## config.mk

```make
export PLATFORM = sky130hd
export DESIGN_NAME = frb_threshold_detector
export DESIGN_NICKNAME = d
export VERILOG_FILES = /design/src/rtl/frb_det_pkg.sv /design/src/rtl/frb_ts_counter.sv /design/src/rtl/frb_threshold_detector.sv
export SDC_FILE = /design/constraint.sdc
export NUM_CORES = 1
export LEC_CHECK = 0
export BUFFER_PORTS_ARGS = -buffer_cell sky130_fd_sc_hd__buf_2
export CORE_MARGIN = 2
export CORE_UTILIZATION = 35
export DETAILED_ROUTE_END_ITERATION = 10
export PLACE_DENSITY = 0.65
export RECOVER_POWER = 25
export SETUP_SLACK_MARGIN = 0.02
export SYNTH_ARGS = -nofsm -noshare
export SYNTH_HDL_FRONTEND = slang
export SYNTH_SLANG_ARGS = --single-unit
export TNS_END_PERCENT = 1
```

## constraint.sdc

```tcl
create_clock -name clk -period 5.7 [get_ports clk]
set_input_delay 0.57 -clock clk [delete_from_list [all_inputs] [get_ports clk]]
set_output_delay 0.57 -clock clk [all_outputs]
set_load 0.01 [all_outputs]
```

## src/rtl/frb_det_pkg.sv

```systemverilog
// Shared types and helpers for the FRB threshold detector and its timestamp stage.
package frb_det_pkg;

  typedef enum logic [1:0] {
    IDLE = 2'd0,
    TRIG = 2'd1,
    HOLD = 2'd2
  } state_t;

  localparam int DIN_WIDTH_DEF  = 25;
  localparam int DIN_POINT_DEF  = 24;
  localparam int TS_WIDTH_DEF   = 32;
  localparam int WCNT_WIDTH_DEF = 16;

  // Increment v, sticking at the all-ones value of a w-bit counter (w <= 32).
  function automatic logic [31:0] sat_inc(input logic [31:0] v, input int unsigned w);
    logic [31:0] lim;
    if (w >= 32) begin
      lim = 32'hFFFF_FFFF;
    end else begin
      lim = (32'd1 << w) - 32'd1;
    end
    if (v >= lim) begin
      return lim;
    end else begin
      return v + 32'd1;
    end
  endfunction

endpackage

```

## src/rtl/frb_ts_counter.sv

```systemverilog
// Valid-gated sample timestamp counter; wraps silently at 2^TS_WIDTH.
module frb_ts_counter #(
  parameter int TS_WIDTH = 32
) (
  input  logic                clk,
  input  logic                rst_n,
  input  logic                inc,
  output logic [TS_WIDTH-1:0] count
);

  logic [TS_WIDTH-1:0] count_r;

  // Count qualified samples; the value seen by a sample is its own index.
  always_ff @(posedge clk or negedge rst_n) begin
    if (!rst_n) begin
      count_r <= '0;
    end else if (inc) begin
      count_r <= count_r + TS_WIDTH'(1);
    end else begin
      count_r <= count_r;
    end
  end

  assign count = count_r;

endmodule

```

## src/rtl/frb_threshold_detector.sv

```systemverilog
// Detrended-power threshold detector: forms din - avg, tracks above-threshold
// events and reports start timestamp, peak excess and width, then applies dead time.
module frb_threshold_detector
  import frb_det_pkg::*;
#(
  parameter int DIN_WIDTH  = DIN_WIDTH_DEF,
  parameter int DIN_POINT  = DIN_POINT_DEF,
  parameter int TS_WIDTH   = TS_WIDTH_DEF,
  parameter int WCNT_WIDTH = WCNT_WIDTH_DEF
) (
  input  logic                         clk,
  input  logic                         rst,
  input  logic signed [DIN_WIDTH-1:0]  din,
  input  logic signed [DIN_WIDTH-1:0]  avg,
  input  logic                         din_valid,
  input  logic                         en,
  input  logic signed [DIN_WIDTH:0]    thresh,
  input  logic [WCNT_WIDTH-1:0]        holdoff_len,
  output logic                         det_valid,
  output logic [TS_WIDTH-1:0]          det_ts,
  output logic signed [DIN_WIDTH:0]    det_peak,
  output logic [WCNT_WIDTH-1:0]        det_width,
  output logic                         busy
);

  localparam int DW = DIN_WIDTH + 1;

  // The binary point only labels the fixed-point format; it must lie inside the word.
  if (DIN_POINT >= DIN_WIDTH) begin : g_point_chk
    $error("frb_threshold_detector: DIN_POINT must be below DIN_WIDTH");
  end

  logic [TS_WIDTH-1:0]   ts_s;
  logic                  v1_r;
  logic signed [DW-1:0]  diff1_r;
  logic [TS_WIDTH-1:0]   idx1_r;
  logic                  above_s;

  state_t                state_r, state_s;
  logic [TS_WIDTH-1:0]   ev_ts_r, ev_ts_s;
  logic signed [DW-1:0]  ev_peak_r, ev_peak_s;
  logic [WCNT_WIDTH-1:0] ev_width_r, ev_width_s;
  logic [WCNT_WIDTH-1:0] hcnt_r, hcnt_s;
  logic                  det_valid_r, det_valid_s;
  logic [TS_WIDTH-1:0]   det_ts_r, det_ts_s;
  logic signed [DW-1:0]  det_peak_r, det_peak_s;
  logic [WCNT_WIDTH-1:0] det_width_r, det_width_s;
  logic                  busy_r;

  frb_ts_counter #(.TS_WIDTH(TS_WIDTH)) u_ts (
    .clk   (clk),
    .rst_n (rst),
    .inc   (din_valid),
    .count (ts_s)
  );

  // Stage 1: exact detrended excess, tagged with its sample index.
  always_ff @(posedge clk or negedge rst) begin
    if (!rst) begin
      v1_r    <= 1'b0;
      diff1_r <= '0;
      idx1_r  <= '0;
    end else begin
      v1_r <= din_valid;
      if (din_valid) begin
        diff1_r <= {din[DIN_WIDTH-1], din} - {avg[DIN_WIDTH-1], avg};
        idx1_r  <= ts_s;
      end else begin
        diff1_r <= diff1_r;
        idx1_r  <= idx1_r;
      end
    end
  end

  assign above_s = (diff1_r > thresh);

  // Stage 2: event FSM, advancing only on qualified samples.
  always_comb begin
    state_s     = state_r;
    ev_ts_s     = ev_ts_r;
    ev_peak_s   = ev_peak_r;
    ev_width_s  = ev_width_r;
    hcnt_s      = hcnt_r;
    det_valid_s = 1'b0;
    det_ts_s    = det_ts_r;
    det_peak_s  = det_peak_r;
    det_width_s = det_width_r;
    if (v1_r) begin
      case (state_r)
        IDLE: begin
          if (en && above_s) begin
            state_s    = TRIG;
            ev_ts_s    = idx1_r;
            ev_peak_s  = diff1_r;
            ev_width_s = WCNT_WIDTH'(1);
          end else begin
            state_s = IDLE;
          end
        end
        TRIG: begin
          if (en && above_s) begin
            if (diff1_r > ev_peak_r) begin
              ev_peak_s = diff1_r;
            end else begin
              ev_peak_s = ev_peak_r;
            end
            ev_width_s = WCNT_WIDTH'(sat_inc(32'(ev_width_r), WCNT_WIDTH));
          end else begin
            det_valid_s = 1'b1;
            det_ts_s    = ev_ts_r;
            det_peak_s  = ev_peak_r;
            det_width_s = ev_width_r;
            if (holdoff_len == '0) begin
              state_s = IDLE;
            end else begin
              state_s = HOLD;
              hcnt_s  = holdoff_len;
            end
          end
        end
        HOLD: begin
          // A zero count here is unreachable; treat it as expired rather than wrap.
          if (hcnt_r <= WCNT_WIDTH'(1)) begin
            state_s = IDLE;
            hcnt_s  = '0;
          end else begin
            state_s = HOLD;
            hcnt_s  = hcnt_r - WCNT_WIDTH'(1);
          end
        end
        default: begin
          state_s = IDLE;
        end
      endcase
    end else begin
      state_s = state_r;
    end
  end

  // FSM state, event accumulators and report registers.
  always_ff @(posedge clk or negedge rst) begin
    if (!rst) begin
      state_r     <= IDLE;
      ev_ts_r     <= '0;
      ev_peak_r   <= '0;
      ev_width_r  <= '0;
      hcnt_r      <= '0;
      det_valid_r <= 1'b0;
      det_ts_r    <= '0;
      det_peak_r  <= '0;
      det_width_r <= '0;
      busy_r      <= 1'b0;
    end else begin
      state_r     <= state_s;
      ev_ts_r     <= ev_ts_s;
      ev_peak_r   <= ev_peak_s;
      ev_width_r  <= ev_width_s;
      hcnt_r      <= hcnt_s;
      det_valid_r <= det_valid_s;
      det_ts_r    <= det_ts_s;
      det_peak_r  <= det_peak_s;
      det_width_r <= det_width_s;
      busy_r      <= (state_s != IDLE);
    end
  end

  assign det_valid = det_valid_r;
  assign det_ts    = det_ts_r;
  assign det_peak  = det_peak_r;
  assign det_width = det_width_r;
  assign busy      = busy_r;

endmodule

```

# After elaboration in Yosys (flattened, before gate mapping)
# Cells that the tools add are included.
# op_classes
n_mux	24
n_eq_ne	7
order_cmp	4
addsub	4
n_reduce_logical	11
n_bitwise	1
# ops
operator	count
2-to-1 mux 16 bit	6
2-to-1 mux 32 bit	3
2-to-1 mux 26 bit	3
case mux 16 bit (2 select lines)	2
> comparator 26 bit	2
case mux 26 bit (2 select lines)	1
adder 32 x 1 -> 32 bit, second input constant	1
>= comparator 16 x 32 -> 1 bit	1
subtractor 25 x 25 -> 26 bit	1
adder 16 x 1 -> 16 bit, second input constant	1
<= comparator 16 x 1 -> 1 bit, second input constant	1
logical NOT 16 bit	1
subtractor 16 x 1 -> 16 bit, second input constant	1
!= test 2 bit, second input constant	5
2-to-1 mux 2 bit	4
AND reduction 4 bit	2
case mux 2 bit (3 select lines)	1
AND reduction 3 bit	2
nonzero test 2 bit	3
AND reduction 5 bit	1
2-to-1 mux 1 bit	4
equality test 2 x 1 -> 1 bit, second input constant	1
equality test 2 bit, second input constant	1
logical NOT 2 bit	1
2 further kinds	2
# totals
word_cells	65
regBits	259
out_inout_bits	76
input_bits	96

# Logic depth before layout (Yosys ltp)
# Gate-level depths: netlist of run 1.
# logic_depth
ltp_word	9
mapped_depth	12
mapped_depth_nobuf	11

# Cells and area by module
# A second synthesis of run 1 with hierarchy kept.
# hier_totals
cells_unflattened	1163
hier_area_um2	13133.8
# by_module_without_submodules
mod	area_each_um2	cells_each	instances
frb_threshold_detector	11685.0	1040	1
frb_ts_counter	1448.9	123	1

# Worst setup path before layout of run 1
# Ideal clock, no wire load.
# synth_timing
path_kind	in2reg
start	input thresh[20]
end	register ev_ts_r[10]
setup_slack_ns	2.743
stages	12
t_arrival_ns	2.832
setup_time_ns	0.125
n_path_buf	2
cell_sequence	inv_1 ha_1 nand4_1 nor4_2 o311ai_1 o2111ai_1 o211ai_2 or3_1 buf_2 nor2_4 buf_6 mux2_2
# synth_via
elab_chain_cells	3
# synth_rtl
element	line	rtl
start: declaration	frb_threshold_detector.sv:17	input logic signed [DIN_WIDTH:0] thresh,
> comparator 26 bit	frb_threshold_detector.sv:75	assign above_s = (diff1_r > thresh);
logical AND 1 bit	frb_threshold_detector.sv:91	if (en && above_s) begin
AND reduction 3 bit (no line)	-	
end signal: assignment	frb_threshold_detector.sv:155	ev_ts_r <= ev_ts_s;
end: declaration	frb_threshold_detector.sv:40	logic [TS_WIDTH-1:0] ev_ts_r, ev_ts_s;
# No other way between the ends.
# A chain may end at the register's enable or synchronous reset.

# Final worst setup path of run 1
# layout_timing
start	register diff1_r[25]
end	register ev_peak_r[21]
# layout_via
elab_chain_cells	4
# layout_rtl
element	line	rtl
start: declaration	frb_threshold_detector.sv:35	logic signed [DW-1:0] diff1_r;
start signal: assignment	frb_threshold_detector.sv:66	diff1_r <= {din[DIN_WIDTH-1], din} - {avg[DIN_WIDTH-1], avg};
start signal: assignment	frb_threshold_detector.sv:69	diff1_r <= diff1_r;
> comparator 26 bit	frb_threshold_detector.sv:75	
logical AND 1 bit	frb_threshold_detector.sv:91, frb_threshold_detector.sv:101	
!= test 2 bit (no line)	-	
AND reduction 5 bit (no line) (*)	-	
end signal: assignment	frb_threshold_detector.sv:156	ev_peak_r <= ev_peak_s;
end: declaration	frb_threshold_detector.sv:41	logic signed [DW-1:0] ev_peak_r, ev_peak_s;
# Every way passes the cells marked *; elsewhere a longest branch is shown, timed or not.

==> out/qor.yml, run 1 <==
status: "finished with violations"
violations: "capacitance limit, slew limit"
required_ns: 6.12
max_stage_delay_ns: 0.70
fmax_mhz: 244.6
p_per_area_nw_per_um2: 403.0
fp.dieW_um: 198.9
synth_cell_types: 67
place.gp.congestion: 0.8555
nFillCells: 3616
grt_util_all_layers: 0.1562
dr.pass1.iters: 5
clk_path_buf_depth: 3
min_period_ns: 4.088
grt_pass1_wl_um: 49640
via_count: 9510
routed_wl_um: 30360
synth_compound_area_frac: 0.1077
power_frac_comb: 0.280
power_frac_seq: 0.419
syn-instance-count: 1226
syn_area_um2: 13300
synthAdderAreaFrac: 0.07773
cts_setup_buffers: 0
cts_resized: 0
min_path_type: "primary input to flip-flop"
max-vdd-ir-drop_uv: 186.6
antenna_found_initial: 1
muxShareOfSynthArea: 0.1384
cts_sinks: 259
drive_above_1_share: 0.2655
htree_num_levels: 1
route.detailed.drc: 0
worstSetupPathType: "flip-flop to flip-flop"
synthFlopType: "dfrtp_1"
clk_pin_slew_ns: 0.05
syn_avg_cell_area_um2: 10.85
tightest_slew_ns: 3.285
grt_overflow_total: 0
port_buffers: 171
dpl.hpwl_um: 22370
area.growth.synth_to_final_pct: 17.46
fp.dieArea_um2: 39570
fp-row-count: 71
grt_max_degree: 132
switchingPower_mw: 2.059
finalNonFillerCells: 1927
grt_setup_unrepaired: "no"
cap_violations: 1
post-route-period-util: 0.7172
core_area_um2: 37580
num_antenna_cells: 0
finalSetupTns_ns: 0
relSlewSlack: -1.190
ant_nets: 0
p_leak_nw: 7.820
crit_arrival_ns: 4.51
synthXorXnorAreaFrac: 0.03293
path_delay_family: "simple AND/OR/NAND/NOR gates"
netSwitchingFraction: 0.3270
skew_ns: 0.01306
synth-seq-area-share: 0.4874
hold_violations: 0
p_int_mw: 4.236
drtIter0Drc: 463
wire_per_inst_um: 15.75
syn_nets: 1404
cp-end-kind: "flip-flop"
cts_root_buffer: "clkbuf_16"
report.final.slew_viol_count: 129
pin_count: 172
tritoncts: "done"
grt_pass1_vias: 9343
cp_max_fo: 26
ys_ff_latch: 259
synth_edf_count: 0
via_per_inst: 4.935
worstPathCellList: "ha_1, nand4_1, nor4_2, o311ai_1, o2111ai_1, o211ai_2, nor3_2, and3_1, buf_4, mux2_2"
p_clk_frac: 0.302
start_util: 0.3538
crit_slowest_cell: "nor3_2"
path_buf_inv: 1
start_kind: "flip-flop"
synth_top_family_by_area: "multiplexers"
ys_warn_count: 0
cts-buffers-inserted: 29
fin_nets: 1573
place_inst: 1875
dieHeight_um: 198.9
fin_util: 0.4156
postSynth.asyncResetShare: 1.000
yosys.area_share.simple: 0.1075
clock_latency_ns: 0.55
setup_viol: 0
cts-hold-fix-buffers: 0
stage by stage:
stage | area, um^2 | setup slack [ns] | power, mW | hold slack, ns
5_1_grt | 15620 | 1.394 | 6.731 | 0.3129
4_1_cts | 15630 | 1.617 | 6.378 | 0.1642
3_5_place_dp | 14650 | 1.319 | 4.441 | 0.4635
6_report | 15620 | 1.612 | 6.295 | 0.3244
2_1_floorplan | 13300 | 2.743 | 3.786 | 0.2744
3_3_place_gp | 14650 | 1.439 | 4.374 | 0.4620
cell usage after synthesis, drive strengths merged (3+ instances only):
cell type  count  area (um^2)
o211ai         7        57.55
a21oi         71        355.3
nand4         21        131.4
o31ai          3        22.52
nor4          15        100.1
mux2         146         1790
and4           5        43.79
clkbuf        20        75.07
o2bb2ai       10        87.58
mux2i          5        50.05
o21a           9        67.56
or2            3        18.77
o21ai         93        465.5
xnor2         34        297.8
and2           5        31.28
ha            81         1013
xor2          16        140.1
nor3          29        150.1
nand2         97        364.1
nand2b         8        50.05
dfrtp        259         6481
nand3b         3        22.52
nand3         21        105.1
and3          13        81.33
nor2b          5        31.28
nor2          56        217.7
inv          112        420.4
a31oi          4        25.02
or3            5        31.28
a21o          16        120.1
buf           20        147.6
layout by cell type, fill, tap and decap left out, types with 5 or more instances in the layout:
master and count:
dfrtp_1 259, and3_1 13, mux2_2 107, nand3_1 21
xnor2_1 34, nand2_1 97, mux2i_1 5, or3_1 5
nand2b_1 8, o21a_1 9, buf_4 6, a21o_1 16
clkbuf_8 7, inv_1 112, clkbuf_16 29, o21ai_0 93
nor2b_1 5, o211ai_1 6, nor3_1 28, xor2_1 16
nand4_1 21, clkbuf_1 10, ha_1 81, o2bb2ai_1 10
mux2_4 39, nor4_1 14, a21oi_1 71, buf_2 169
and4_1 5, nor2_1 55
final cells by class:
class	count	area, um^2	area share
clock inverter	7	127.6	0.008171
multi-input combinational	815	6175	0.3953
timing repair buffer	178	919.6	0.05888
sequential	259	6481	0.4150
clock buffer	45	855.8	0.05479
inverter	112	420.4	0.02692
tap	511	639.4	0.04094
flip-flops by register name (all words and copies together), names as in the netlist, 2 cells and up:
name	cells
ev_ts_r	32
det_peak	26
det_ts	32
ev_peak_r	26
idx1_r	32
ev_width_r	16
hcnt_r	16
det_width	16
u_ts.count	32
diff1_r	26
state_r	2
path summary, 6_finish.rpt:
| kind | cells after the start | slack (ns) | from | to |
|---|---|---|---|---|
| max | 10 | 1.61 | diff1_r[25] | ev_peak_r[21] |
| max in group asynchronous | 1 | 2.66 | rst | diff1_r[22] |
| min | 2 | 0.32 | holdoff_len[0] | hcnt_r[0] |
| min in group asynchronous | 1 | 1.08 | rst | det_ts[7] |
| min reg2reg | 1 | 0.47 | u_ts.count[31] | u_ts.count[31] |
| max reg2reg | 10 | 1.61 | diff1_r[25] | ev_peak_r[21] |
kinds of logic (layout without fill, tap and decap cells):
| group | Yosys count | after routing |
|---|---|---|
| simple gates | 292 | 292 |
| flops | 259 | 259 |
| compound gates | 240 | 240 |
| buf+inv | 152 | 342 |
| mux | 151 | 151 |
| fa+ha+maj | 82 | 82 |
| xor+xnor | 50 | 50 |
layer usage:
| layer | track usage | up-vias | wire (um) |
|---|---|---|---|
| li1 | - | 4654 | - |
| met1 | 0.2182 | 4595 | 14620 |
| met2 | 0.2541 | 214 | 13850 |
| met3 | 0.01950 | 47 | 1056 |
| met4 | 0.04561 | 0 | 840 |
| met5 | 0 | - | 0 |
power groups by stage:
stage          logic, mW  registers, mW  clock network [mW]
2_1_floorplan       1.18           2.61                   0
3_3_place_gp        1.72           2.65                   0
3_5_place_dp        1.78           2.66                   0
4_1_cts             1.79           2.63                1.96
5_1_grt             2.01           2.69                2.03
6_report            1.76           2.63                1.90
No activity file was read; power rests on OpenSTA's default activity.
==> run 2, diff against run 1 <==
==> constraint.sdc (replaced) <==
create_clock -name clk -period 4.3 [get_ports clk]
set_input_delay 0.43 -clock clk [delete_from_list [all_inputs] [get_ports clk]]
set_output_delay 0.43 -clock clk [all_outputs]
set_load 0.01 [all_outputs]
==> run 2 against run 1 <==
Compared with the run above: the run still ends with capacitance limit, slew limit left; combinational power up 33%; setup slack worse by 0.91 ns; sequential share of layout area down 0.11 points; flip-flop and latch count unchanged; global-route usage up 0.16 points; worst hold slack worse by 0.16 ns; core utilization up 0.11 points; critical path depth down 1; clock skew down 0.0053 ns; non-clock buffer count up 5; total power up 33%; critical path type unchanged; critical endpoint is now det_ts[21].
==> out/qor.yml, run 2 (same netlist as run 1, synthesis figures left out) <==
status: "finished with violations"  # unchanged
violations: "capacitance limit, slew limit"  # unchanged
cts_root_buffer: "clkbuf_16"  # unchanged
area.growth.synth_to_final_pct: 17.78  # was 17.46%
drive_above_1_share: 0.2614  # was 0.2655
skew_ns: 0.007729  # was 0.01306 ns
post-route-period-util: 0.8357  # was 0.7172
dr.pass1.iters: 5  # unchanged
clk_path_buf_depth: 3  # unchanged
path_delay_family: "simple AND/OR/NAND/NOR gates"  # unchanged
worstSetupPathType: "flip-flop to flip-flop"  # unchanged
start_kind: "flip-flop"  # unchanged
setup_viol: 0  # unchanged
tritoncts: "done"  # unchanged
fin_nets: 1578  # was 1,573
relSlewSlack: -0.5407  # was -1.190
final_common_cell: "dfrtp_1"  # unchanged
htree_num_levels: 1  # unchanged
cts-buffers-inserted: 29  # unchanged
start_util: 0.3538  # unchanged
via_count: 9552  # was 9,510
total_power_mw: 8.355  # was 6.295 mW
cp-end-kind: "flip-flop"  # unchanged
pin_count: 172  # unchanged
multiInputGateArea_um2: 6175  # unchanged
path_buf_inv: 1  # unchanged
antenna_found_initial: 1  # unchanged
r2r_slack_ns: 0.71  # was 1.61 ns
cp_max_fo: 62  # was 26
fp.dieW_um: 198.9  # unchanged
fmax_mhz: 278.3  # was 244.6 MHz
worstPathCellList: "ha_1, nand4_1, nor4_2, o311ai_1, o2111ai_1, o211ai_2, or3b_4, buf_12, mux2_4"  # was ha_1, nand4_1, nor4_2, o311ai_1, o2111ai_1, o211ai_2, nor3_2, and3_1, buf_4, mux2_2
port_buffers: 171  # unchanged
num_antenna_cells: 0  # unchanged
clock_latency_ns: 0.55  # about the same
min_path_type: "primary input to flip-flop"  # unchanged
wire_per_inst_um: 15.91  # was 15.75 um
fp.dieArea_um2: 39570  # unchanged
report.final.slew_viol_count: 93  # was 129
max-vdd-ir-drop_uv: 252.0  # was 186.6 uV
register_area_um2: 6481  # unchanged
p_leak_nw: 7.814  # was 7.820 nW
crit_arrival_ns: 4.03  # was 4.51 ns
tightest_slew_ns: 2.311  # was 3.285 ns
cts_resized: 0  # unchanged
nFillCells: 3646  # was 3,616
setup_slack_ns: 0.7063  # was 1.612 ns
crit_slowest_cell: "or3b_4"  # was nor3_2
dpl.hpwl_um: 22360  # was 22,370 um
min_period_ns: 3.594  # was 4.088 ns
p_per_area_nw_per_um2: 533.5  # was 403.0 nW/um^2
grt_setup_unrepaired: "no"  # unchanged
place.gp.congestion: 0.8561  # was 0.8555
grt_max_degree: 94  # was 132
grt_pass1_vias: 9544  # was 9,343
grt_pass1_wl_um: 50160  # was 49,640 um
hold_violations: 0  # unchanged
drtIter0Drc: 543  # was 463
via_per_inst: 4.939  # was 4.935
route.detailed.drc: 0  # unchanged
core_area_um2: 37580  # unchanged
required_ns: 4.73  # was 6.12 ns
cts_sinks: 259  # unchanged
clk_pin_slew_ns: 0.06  # was 0.05 ns
cap_violations: 1  # unchanged
pre_cts_ws_ns: 0.6298  # was 1.319 ns
most-common-layout-cells: "dfrtp_1, buf_2, inv_1"  # unchanged
ant_nets: 0  # unchanged
max_stage_delay_ns: 0.63  # was 0.70 ns
dieHeight_um: 198.9  # unchanged
grt_util_all_layers: 0.1578  # was 0.1562
grt_overflow_total: 0  # unchanged
finalSetupTns_ns: 0  # unchanged
routed_wl_um: 30770  # was 30,360 um
fp-row-count: 71  # unchanged
==> run 2: cell count changes in the layout (fill, tap and decap cells not counted), moves of 3 or more <==
cell / change
clkinv_2: +5
buf_2: -12
clkbuf_1: +10
buf_4: +3
==> run 2: cell type report <==
type / instances / share of cell area
Clock inverter: 12 / 0.009748
Timing Repair Buffer: 183 / 0.06112
Clock buffer: 42 / 0.05329
Tap cell: 511 / 0.04083
Sequential cell: 259 / 0.4139
Inverter: 112 / 0.02685
Multi-Input combinational cell: 815 / 0.3943
==> run 2: worst paths after layout <==
check	start	endpoint	depth (start not counted)
setup / recovery	diff1_r[20]	det_ts[21]	9
hold / removal	holdoff_len[2]	hcnt_r[2]	3
min in group asynchronous	rst	ev_ts_r[6]	2
setup reg to reg	diff1_r[20]	det_ts[21]	9
max in group asynchronous	rst	hcnt_r[4]	3
hold reg to reg	det_peak[22]	det_peak[22]	2
==> run 2: power breakdown <==
part           internal, mW  switching [mW]  leakage, nW
combinational          1.06            1.28         3.97
sequential             3.01           0.474         3.36
clock                  1.53            1.00        0.488
total                  5.60            2.76         7.81
==> run 2: metrics by stage <==
stage / instances / instance area [um^2] / hold slack, ns / utilization
detailed placement: 1879 / 14690 / 0.4679 / 0.3909
floorplan: 1226 / 13300 / 0.1344 / -
finish: 1934 / 15660 / 0.1665 / 0.4167
CTS: 1934 / 15690 / 0.1386 / 0.4174
global placement: 1879 / 14690 / 0.4653 / 0.3909
global route: 1934 / 15660 / 0.1402 / 0.4167
==> run 2: timing repair <==
action,4_1_cts,5_1_grt
hold endpoints to repair,90,0
hold buffers,1,0
buffers inserted,0,0
==> run 2: layer usage <==
layer | wire (um) | up-vias | GRT usage
li1 | - | 4668 | -
met1 | 14810 | 4598 | 0.2222
met2 | 13720 | 243 | 0.2510
met3 | 1328 | 43 | 0.02035
met4 | 910 | 0 | 0.05279
met5 | 0 | - | 0
==> run 2: tightest hold or removal path: cells and delay by family <==
family / cells / cell delay [ns]
buf+inv: 1 / 0.11
compound gates: 2 / 0.13
